File: config.mk
export PLATFORM = sky130hd
export DESIGN_NAME = multicycle_ctrl
export DESIGN_NICKNAME = d
export VERILOG_FILES = /design/src/rtl/multicycle_ctrl.sv
export SDC_FILE = /design/constraint.sdc
export NUM_CORES = 1
export LEC_CHECK = 0
export CAP_MARGIN = 10
export CORE_MARGIN = 10
export CORE_UTILIZATION = 41
export CTS_CLUSTER_DIAMETER = 120
export CTS_CLUSTER_SIZE = 10
export DETAILED_ROUTE_END_ITERATION = 8
export PLACE_DENSITY = 0.9
export SLEW_MARGIN = 0
export SYNTH_ARGS = -nofsm -noshare
export SYNTH_HDL_FRONTEND = slang
export SYNTH_SLANG_ARGS = --single-unit
File: constraint.sdc
create_clock -name clk -period 4.2 [get_ports clk]
set_input_delay 0.84 -clock clk [delete_from_list [all_inputs] [get_ports clk]]
set_output_delay 0.84 -clock clk [all_outputs]
set_load 0.05 [all_outputs]
File: src/rtl/multicycle_ctrl.sv
// multicycle_ctrl -- main control FSM of the multi-cycle RV64I core.
//
// Sequences FETCH -> DECODE -> EXEC -> [MEM] -> [WB] over a single shared
// memory port with a req/ready handshake, and traps into a sticky FAULT
// state on an illegal opcode or a memory wait timeout.
//
// Parameters:
//   MEM_TIMEOUT  max cycles waiting for mem_ready in FETCH/MEM (0 = never)
//   TO_W         width of the wait counter, must hold MEM_TIMEOUT
//
// Optional build macro:
//   RETIRE_CNT_EN  when defined, retire_cnt counts pc_we pulses; otherwise
//                  retire_cnt is tied to zero and no counter is built.
//
// Ports:
//   clk, reset          rising-edge clock, synchronous active-high reset
//   opcode              IR[6:0], valid from DECODE onward
//   branch_taken        ALU compare result, valid in EXEC
//   mem_ready           memory accepts/returns this cycle
//   mem_req, mem_we     memory request / write (store)
//   addr_sel            memory address: 0 = PC, 1 = ALU result
//   ir_we, pc_we        instruction register / PC write strobes
//   pc_src              0 = PC+4, 1 = branch target
//   alu_src_imm, alu_op ALU operand B select and operation class
//   reg_we, mem_to_reg  register-file write and writeback source
//   fault               sticky illegal-opcode/timeout indicator
//   retire_cnt          retired-instruction count
module multicycle_ctrl #(
    parameter int MEM_TIMEOUT = 16,
    parameter int TO_W        = 5
) (
    input  logic        clk,
    input  logic        reset,
    input  logic [6:0]  opcode,
    input  logic        branch_taken,
    input  logic        mem_ready,
    output logic        mem_req,
    output logic        mem_we,
    output logic        addr_sel,
    output logic        ir_we,
    output logic        pc_we,
    output logic        pc_src,
    output logic        alu_src_imm,
    output logic [1:0]  alu_op,
    output logic        reg_we,
    output logic        mem_to_reg,
    output logic        fault,
    output logic [31:0] retire_cnt
);

    localparam logic [6:0] OPC_LOAD   = 7'b0000011;
    localparam logic [6:0] OPC_OPIMM  = 7'b0010011;
    localparam logic [6:0] OPC_STORE  = 7'b0100011;
    localparam logic [6:0] OPC_BRANCH = 7'b1100011;
    localparam logic [6:0] OPC_OP     = 7'b0110011;

    localparam logic [1:0] ALU_ADD   = 2'b00;
    localparam logic [1:0] ALU_SUB   = 2'b01;
    localparam logic [1:0] ALU_FUNCT = 2'b10;

    typedef enum logic [2:0] {
        S_FETCH  = 3'd0,
        S_DECODE = 3'd1,
        S_EXEC   = 3'd2,
        S_MEM    = 3'd3,
        S_WB     = 3'd4,
        S_FAULT  = 3'd5
    } state_t;

    state_t          state_q, state_d;
    logic [TO_W-1:0] wait_q, wait_d;
    logic            timeout_hit;

    logic is_load, is_opimm, is_store, is_branch, is_op, is_legal;

    // Unqualified strobes; reset gating is applied at the output ports.
    logic       mem_req_c, mem_we_c, addr_sel_c, ir_we_c, pc_we_c, pc_src_c;
    logic       alu_src_imm_c, reg_we_c, mem_to_reg_c, fault_c;
    logic [1:0] alu_op_c;

    always_comb begin
        is_load   = (opcode == OPC_LOAD);
        is_opimm  = (opcode == OPC_OPIMM);
        is_store  = (opcode == OPC_STORE);
        is_branch = (opcode == OPC_BRANCH);
        is_op     = (opcode == OPC_OP);
        is_legal  = is_load | is_opimm | is_store | is_branch | is_op;
    end

    // Timeout fires on the last permitted wait cycle; a ready arriving in
    // that same cycle is checked first in the FSM and therefore wins.
    generate
        if (MEM_TIMEOUT > 0) begin : g_timeout
            assign timeout_hit = (wait_q == TO_W'(MEM_TIMEOUT - 1));
        end else begin : g_no_timeout
            assign timeout_hit = 1'b0;
        end
    endgenerate

    always_comb begin
        state_d       = state_q;
        mem_req_c     = 1'b0;
        mem_we_c      = 1'b0;
        addr_sel_c    = 1'b0;
        ir_we_c       = 1'b0;
        pc_we_c       = 1'b0;
        pc_src_c      = 1'b0;
        alu_src_imm_c = 1'b0;
        alu_op_c      = ALU_ADD;
        reg_we_c      = 1'b0;
        mem_to_reg_c  = 1'b0;
        fault_c       = 1'b0;

        case (state_q)
            S_FETCH: begin
                mem_req_c = 1'b1;
                ir_we_c   = mem_ready;
                if (mem_ready)        state_d = S_DECODE;
                else if (timeout_hit) state_d = S_FAULT;
            end
            S_DECODE: begin
                state_d = is_legal ? S_EXEC : S_FAULT;
            end
            S_EXEC: begin
                alu_src_imm_c = is_load | is_opimm | is_store;
                if (is_load | is_store) alu_op_c = ALU_ADD;
                else if (is_branch)     alu_op_c = ALU_SUB;
                else                    alu_op_c = ALU_FUNCT;

                if (is_branch) begin
                    pc_we_c  = 1'b1;
                    pc_src_c = branch_taken;
                    state_d  = S_FETCH;
                end else if (is_load | is_store) begin
                    state_d = S_MEM;
                end else if (is_op | is_opimm) begin
                    state_d = S_WB;
                end else begin
                    // IR is stable after DECODE, so this only guards
                    // against a corrupted instruction register.
                    state_d = S_FAULT;
                end
            end
            S_MEM: begin
                mem_req_c     = 1'b1;
                addr_sel_c    = 1'b1;
                mem_we_c      = is_store;
                alu_src_imm_c = 1'b1;
                alu_op_c      = ALU_ADD;
                if (mem_ready) begin
                    if (is_store) begin
                        pc_we_c = 1'b1;
                        state_d = S_FETCH;
                    end else begin
                        state_d = S_WB;
                    end
                end else if (timeout_hit) begin
                    state_d = S_FAULT;
                end
            end
            S_WB: begin
                reg_we_c     = 1'b1;
                mem_to_reg_c = is_load;
                pc_we_c      = 1'b1;
                state_d      = S_FETCH;
            end
            S_FAULT: begin
                fault_c = 1'b1;
            end
            default: begin
                state_d = S_FAULT;
            end
        endcase
    end

    // Wait counter: counts stalled memory cycles, restarts on every
    // state change.
    always_comb begin
        if (state_d != state_q) begin
            wait_d = '0;
        end else if (((state_q == S_FETCH) || (state_q == S_MEM)) && !mem_ready) begin
            wait_d = wait_q + 1'b1;
        end else begin
            wait_d = wait_q;
        end
    end

    always_ff @(posedge clk) begin
        if (reset) begin
            state_q <= S_FETCH;
            wait_q  <= '0;
        end else begin
            state_q <= state_d;
            wait_q  <= wait_d;
        end
    end

    // All outputs, including the combinational strobes, read zero while
    // reset is held.
    assign mem_req     = mem_req_c     & ~reset;
    assign mem_we      = mem_we_c      & ~reset;
    assign addr_sel    = addr_sel_c    & ~reset;
    assign ir_we       = ir_we_c       & ~reset;
    assign pc_we       = pc_we_c       & ~reset;
    assign pc_src      = pc_src_c      & ~reset;
    assign alu_src_imm = alu_src_imm_c & ~reset;
    assign alu_op      = reset ? 2'b00 : alu_op_c;
    assign reg_we      = reg_we_c      & ~reset;
    assign mem_to_reg  = mem_to_reg_c  & ~reset;
    assign fault       = fault_c       & ~reset;

`ifdef RETIRE_CNT_EN
    // Counts pc_we pulses; FAULT never pulses pc_we, so the count freezes
    // there. Wraps naturally at 2^32.
    logic [31:0] retire_q, retire_d;

    always_comb begin
        retire_d = pc_we_c ? (retire_q + 32'd1) : retire_q;
    end

    always_ff @(posedge clk) begin
        if (reset) retire_q <= '0;
        else       retire_q <= retire_d;
    end

    assign retire_cnt = reset ? 32'd0 : retire_q;
`else
    assign retire_cnt = 32'd0;
`endif

endmodule

==> impl_results.md, run 1 <==
* Die width at 68.3 um
* Total Routed Length at between 2 and 2.5 mm
* Synth warnings at 0
* CTS root buffer: clkbuf_4
* Seq/Total Area, Yosys at 16.8%
* Max_cap viols at 0
* WL/cell at 13.1 um
* Critical path, cell by cell: clkdlybuf4s50_1 > nand2b_1 > or3_1 > nor4_1 > clkdlybuf4s50_1
* Synthesized area per cell at 7.46 sq um
* Post-CTS sizing at 0
* # rows at 17
* Global route overflow at 0
* Core area at 2210 sq um
* Combinational power share at 46.9%
* Cell area power density at 257 nW/um^2
* Post-CTS Setup Repair Bufs at 0
* Nets at 163
* Hold Vio Cnt, Final at 0
* Critical Path Fanout Max at 3
* Die height at 68.3 um
* Slowest-stage cell, CP: clkdlybuf4s50_1
* Synthesized area at approximately 950 sq um
* Die Footprint at ~4700 sq um
* Clock power share at 21.9%
* Max H-tree Level at 1
* Worst-Skew Late Latency at 0.26 ns
* Maximum VDD drop at 0.130 mV
* Setup tns final at 0 ns
* Share of cells above drive strength 1 at 10.8%
* Status: finished, final reports clean
* Worst slew margin at 64.3%
* Clk sinks at 8
* TritonCTS clock tree: yes
* Vias at 858
* Cell count after placement at 173
* Final setup fails at 0
* Io pins at 55
* Post-DP HPWL at 1.98 mm
* Mapped Cells at 128
* CP endpoint kind: output pin
* Unrepaired setup endpoints after global routing: false
* Global-route wire length before repair at 3.51 mm
* Fin. max-slew vios at 0
* Initial DRC count at 32
* Antenna violations before repair at 0
* Ant. Diodes at 0
* Critical path class: primary input to output pin
* Worst r2r src: wait_q[0]
* Switching share of power at about half
* #FFs+latches synth at 8
* Largest net degree at the start of global routing at 16
* CTS Buf Count at 3
* DR pass1 iterations at 4
* Final min period at 3.65 ns
* Buffer levels on the longest clock path at 2
* Worst Setup SP: reset
* Worst Tran Pin Value at ~0.53 ns
* Clock Skew at ~0.0049 ns
* Fin crit share at 87.0%
* Crit path launch type: primary input
* Synth unique cells at 39
* DR DRC count at 0
* Worst EP required at 3.36 ns
* Hold wc startpoint: wait_q[4]
* Fmax achieved at approximately 0.27 GHz
* Hold Path Class: register to register
* Most frequent CP cell: clkdlybuf4s50_1
* Sw power at 137 uW
* Finished Layout Cells at 176
* Clk pin slew, worst setup/hold paths at around 0.06 ns
* Initial Utilization at 43.2%
* Vias in the first global route at 836
* I/O Buffers at 22
* Crit path DAT at about 2.8 ns
* Area Overhead vs Synth at 13.6%
* Final ANT Viol Nets at 0
* P_leak at about 0.00045 uW
* Flop pwr share at 31.2%
* GP Congestion at 0.909
* Hold-fix buffers, CTS at 0
* Total track usage at roughly a tenth
* Critical Path Max Stage Delay at 0.85 ns
* Pint at between 100 and 150 uW
* Via density at 4.88
## cell usage after synthesis, drive strengths merged
library cell	n	area (sq um)
buf	35	267
nor3	14	75.1
dfxtp	8	160
inv	7	26.3
a21oi	6	30.0
nand2	6	25.0
nand2b	5	31.3
nor2	5	18.8
a31oi	4	25.0
o21ai	4	20.0
xor2	3	26.3
a22oi	2	15.0
clkbuf	2	7.51
ha	2	25.0
nor3b	2	20.0
nor4	2	12.5
or2	2	12.5
or3	2	12.5
a221oi	1	8.76
and2	1	6.26
and3	1	6.26
and4bb	1	12.5
conb	1	3.75
mux2	1	11.3
mux2i	1	10.0
nand4	1	6.26
nand4b	1	8.76
nand4bb	1	11.3
nor2b	1	6.26
nor4b	1	8.76
o211ai	1	7.51
o2bb2ai	1	8.76
o311ai	1	8.76
or4	1	11.3
xnor2	1	8.76
## cells in the final DEF, fill, tap and decap left out, types with 2 or more instances in the layout
cell type	netlist	routed
ha_1	2	2
nand2_1	5	5
a21oi_1	6	6
nor4_1	2	2
clkdlybuf4s50_1	0	18
inv_1	7	7
clkbuf_4	0	3
nand2b_1	5	5
or2_2	2	2
or3_1	2	2
conb_1	1	32
nor3_1	13	13
o21ai_0	4	4
a22oi_1	2	2
nor2_1	5	5
dfxtp_1	8	8
a31oi_1	4	4
xor2_1	3	3
buf_4	34	4
## state kept, by name (all words and copies together), names as in the netlist
register	cells
wait_q	5
state_q	3
## path summary, 6_finish.rpt
kind	slack, ns	depth (start not counted)	endpoint
worst max register to register	2.08	8	wait_q[3]
worst min-delay path	0.55	2	wait_q[4]
worst min register to register	0.55	2	wait_q[4]
worst max-delay path	0.55	5	mem_to_reg
## kinds of logic (layout without fill, tap and decap cells)
| logic type | Yosys count | count (layout) | share of synthesized area (%) |
|---|---|---|---|
| AOI/OAI and AO/OA | 20 | 20 | 13.0 |
| xor gates and xnor gates | 4 | 4 | 3.67 |
| adders and majority gates | 2 | 2 | 2.62 |
| buffers and inverters | 44 | 33 | 31.5 |
| DFF | 8 | 8 | 16.8 |
| muxes | 2 | 2 | 2.23 |
| other | 1 | 32 | 0.393 |
| and+or+nand+nor | 47 | 47 | 29.9 |
## cell type report
type / count / area [sq um]
multi-input cells: 107 / 611
inverters: 7 / 26.3
fillers: 223 / 1130
well taps: 28 / 35.0
flip-flops and latches: 8 / 160
repair buffers: 23 / 230
clock buffers: 3 / 22.5
## routing by layer
metal | global-route usage (%) | share of wire [%]
met4 | 4.52 | 1.5
met5 | 0 | 0
met2 | 17.6 | 53
met3 | 2.12 | 8.6
met1 | 9.72 | 37
## metrics by stage
stage / hold slack, ns / setup WS (ns) / utilization [%] / power (uW) / cell area (sq um)
final: 0.553 / 0.548 / 49.0 / 278 / 1080
after global routing: 0.587 / 0.466 / 49.0 / 294 / 1080
after CTS: 0.563 / 0.541 / 49.0 / 276 / 1080
after detailed placement: 0.552 / 0.542 / 48.0 / 217 / 1060
after global placement: 0.504 / 0.575 / 48.0 / 215 / 1060
after floorplan: 0.491 / 0.398 / - / 219 / 1070
## worst max-delay path: cells and delay by family
family                 cells  cell delay [ns]
buffers and inverters      2             1.26
and+or+nand+nor            3             0.71
## power by group through the flow
stage	registers [uW]	clock network, uW	logic (uW)
after floorplan	83.2	0	136
after global placement	87.9	0	127
after detailed placement	88.3	0	129
after CTS	86.7	60.1	129
after global routing	87.6	67.7	139
final	86.9	60.9	131
No activity file was read; power rests on OpenSTA's default activity.
==> inputs of run 2 (changes only) <==
Settings changed: SLEW_MARGIN 0 to 5.
==> results of run 2 <==
No change in the layout: final DEF, timing and power equal those of run 1.
==> inputs of run 3 (changes only) <==
Settings changed: CORE_UTILIZATION 41 to 38, PLACE_DENSITY 0.9 to default, PLACE_DENSITY_LB_ADDON from default to 0.15.
Clock period 4.2 ns to 3.6 ns, I/O delays scaled along.
==> impl_results.md, run 3 (same netlist as run 1, synthesis figures left out) <==
* Status: finished, final reports clean
* DR pass1 iterations at 4
* Die height at 70.1 um
* Buffer levels on the longest clock path at 2
* Area Overhead vs Synth at 18.3%
* Clock Skew at 0.00331 ns
* Design Power at 319 uW
* Clock power share at 20.4%
* Hold Path Class: register to register
* Critical Path Fanout Max at 4
* Hold wc startpoint: wait_q[4]
* Unrepaired setup endpoints after global routing: false
* Hold-fix buffers, CTS at 0
* P_leak at 0.000481 uW
* Final ANT Viol Nets at 0
* Post-CTS Setup Repair Bufs at 0
* WL/cell at 13.1 um
* Nets at about 160
* Cell area power density at 283 nW/um^2
* CP endpoint kind: output pin
* Combinational power share at 47.7%
* Fin crit share at 92.4%
* Io pins at between 50 and 60
* Worst slew margin at 66.9%
* DR DRC count at 0
* Core area at 2430 sq um
* Die Footprint at 4920 sq um
* Max H-tree Level at 1
* Global-route wire length before repair at 3.78 mm
* Cells on worst reg2reg path at 8
* Die width at 70.1 um
* Post-CTS sizing at 0
* Hold Vio Cnt, Final at 0
* Max reg flops at 5
* Total Routed Length at 2.34 mm
* Clk pin slew, worst setup/hold paths at 0.05 ns
* Vias in the first global route at roughly 830
* Top Registers: wait_q: 5 flops, state_q: 3 flops
* TritonCTS clock tree: yes
* Initial DRC count at 29
* Max_cap viols at 0
* Initial Utilization at a little under 40%
* Ant. Diodes at 0
* Hold EP: wait_q[4]
* Flop pwr share at 31.9%
* Vias at slightly above 800
* Fmax achieved at 0.300 GHz
* CTS root buffer: clkbuf_4
* Met2 wire length at 1.12 mm
* Total track usage at 9.03%
* Worst EP required at ~2.9 ns
* Met3 wire len at 246 um
* Fin. max-slew vios at 0
* Leading cell types in the layout, fill and taps excluded: conb_1, nor3_1, clkdlybuf4s50_1
* Critical path class: primary input to output pin
* Worst Tran Pin Value at 0.496 ns
* Switching share of power at 48.5%
* Largest net degree at the start of global routing at 16
* Cell count after placement at 176
* Pint at 164 uW
* Via density at between 4 and 5
* Clk sinks at 8
* Sw power at 155 uW
* Final setup fails at 0
* RR Endpoint: wait_q[1]
* Reg-to-reg setup timing slack at 1.35 ns
* Max layer used: met4
* Share of cells above drive strength 1 at 15.4%
* Antenna violations before repair at 0
* GP Congestion at 0.846
* Crit path DAT at 2.61 ns
* Crit path launch type: primary input
* Most common cell after layout, fill and taps aside: conb_1
* # rows at 18
* Post-DP HPWL at 1.97 mm
* Finished Layout Cells at 179
* Global route overflow at 0
* Met1 wire length at 949 um
* Worst r2r src: wait_q[0]
* I/O Buffers at 22
* Worst Hold Depth at 2
* Maximum VDD drop at about 0.14 mV
* CTS Buf Count at 3
* Worst-Skew Late Latency at between 0.2 and 0.3 ns
* Final min period at ~3.3 ns
* Largest Register: wait_q
* Setup tns final at 0 ns
[run 3: cell types whose count changed in the layout (fill, tap and decap cells not counted)]
cell	previous run	this run
clkdlybuf4s50_1	18	12
buf_12	1	5
buf_4	4	7
[run 3: per-stage QoR]
step / cell area [sq um] / hold WS, ns / setup WS (ns) / util, %
5_1_grt: 1130 / 0.566 / 0.182 / 46.5
3_5_place_dp: 1110 / 0.527 / 0.263 / 45.5
4_1_cts: 1130 / 0.539 / 0.258 / 46.5
3_3_place_gp: 1110 / 0.510 / 0.287 / 45.5
6_report: 1130 / 0.524 / 0.272 / 46.5
2_1_floorplan: 1070 / 0.491 / 0.0378 / -
[run 3: worst max path at each step]
| stage | from | endpoint | slack, ns | cells past startpoint |
|---|---|---|---|---|
| CTS | opcode[3] | pc_src | 0.26 | 7 |
| global placement | opcode[2] | pc_src | 0.29 | 7 |
| global route | opcode[0] | pc_src | 0.18 | 7 |
| detailed placement | opcode[3] | pc_src | 0.26 | 7 |
| floorplan | reset | mem_to_reg | 0.04 | 4 |
| finish | opcode[3] | pc_we | 0.27 | 6 |
[run 3: layout make-up]
type | count | area (sq um)
clock buffer | 3 | 22.5
fill | 252 | 1300
inverter | 7 | 26.3
multi-input combinational | 107 | 611
sequential | 8 | 160
tap | 30 | 37.5
timing repair buffer | 24 | 273
[run 3: critical path, stage by stage]
cell             delay (ns)
clkdlybuf4s50_1        0.41
and4bb_2               0.34
nand2_2                0.09
or4_4                  0.50
o21ai_0                0.35
buf_12                 0.19
[run 3: power by group through the flow]
| stage | Combinational (uW) | Clock (uW) | Sequential [uW] |
|---|---|---|---|
| after floorplan | 159 | 0 | 97.1 |
| after global placement | 151 | 0 | 103 |
| after detailed placement | 151 | 0 | 104 |
| after CTS | 151 | 69.6 | 102 |
| after global routing | 163 | 76.5 | 103 |
| final | 152 | 65.2 | 102 |
[run 3: routing by layer]
layer / vias to the layer above / track usage, %
met4: 0 / 3.95
met2: 25 / 14.3
met3: 2 / 5.93
li1: 425 / -
met5: - / 0
met1: 368 / 9.10
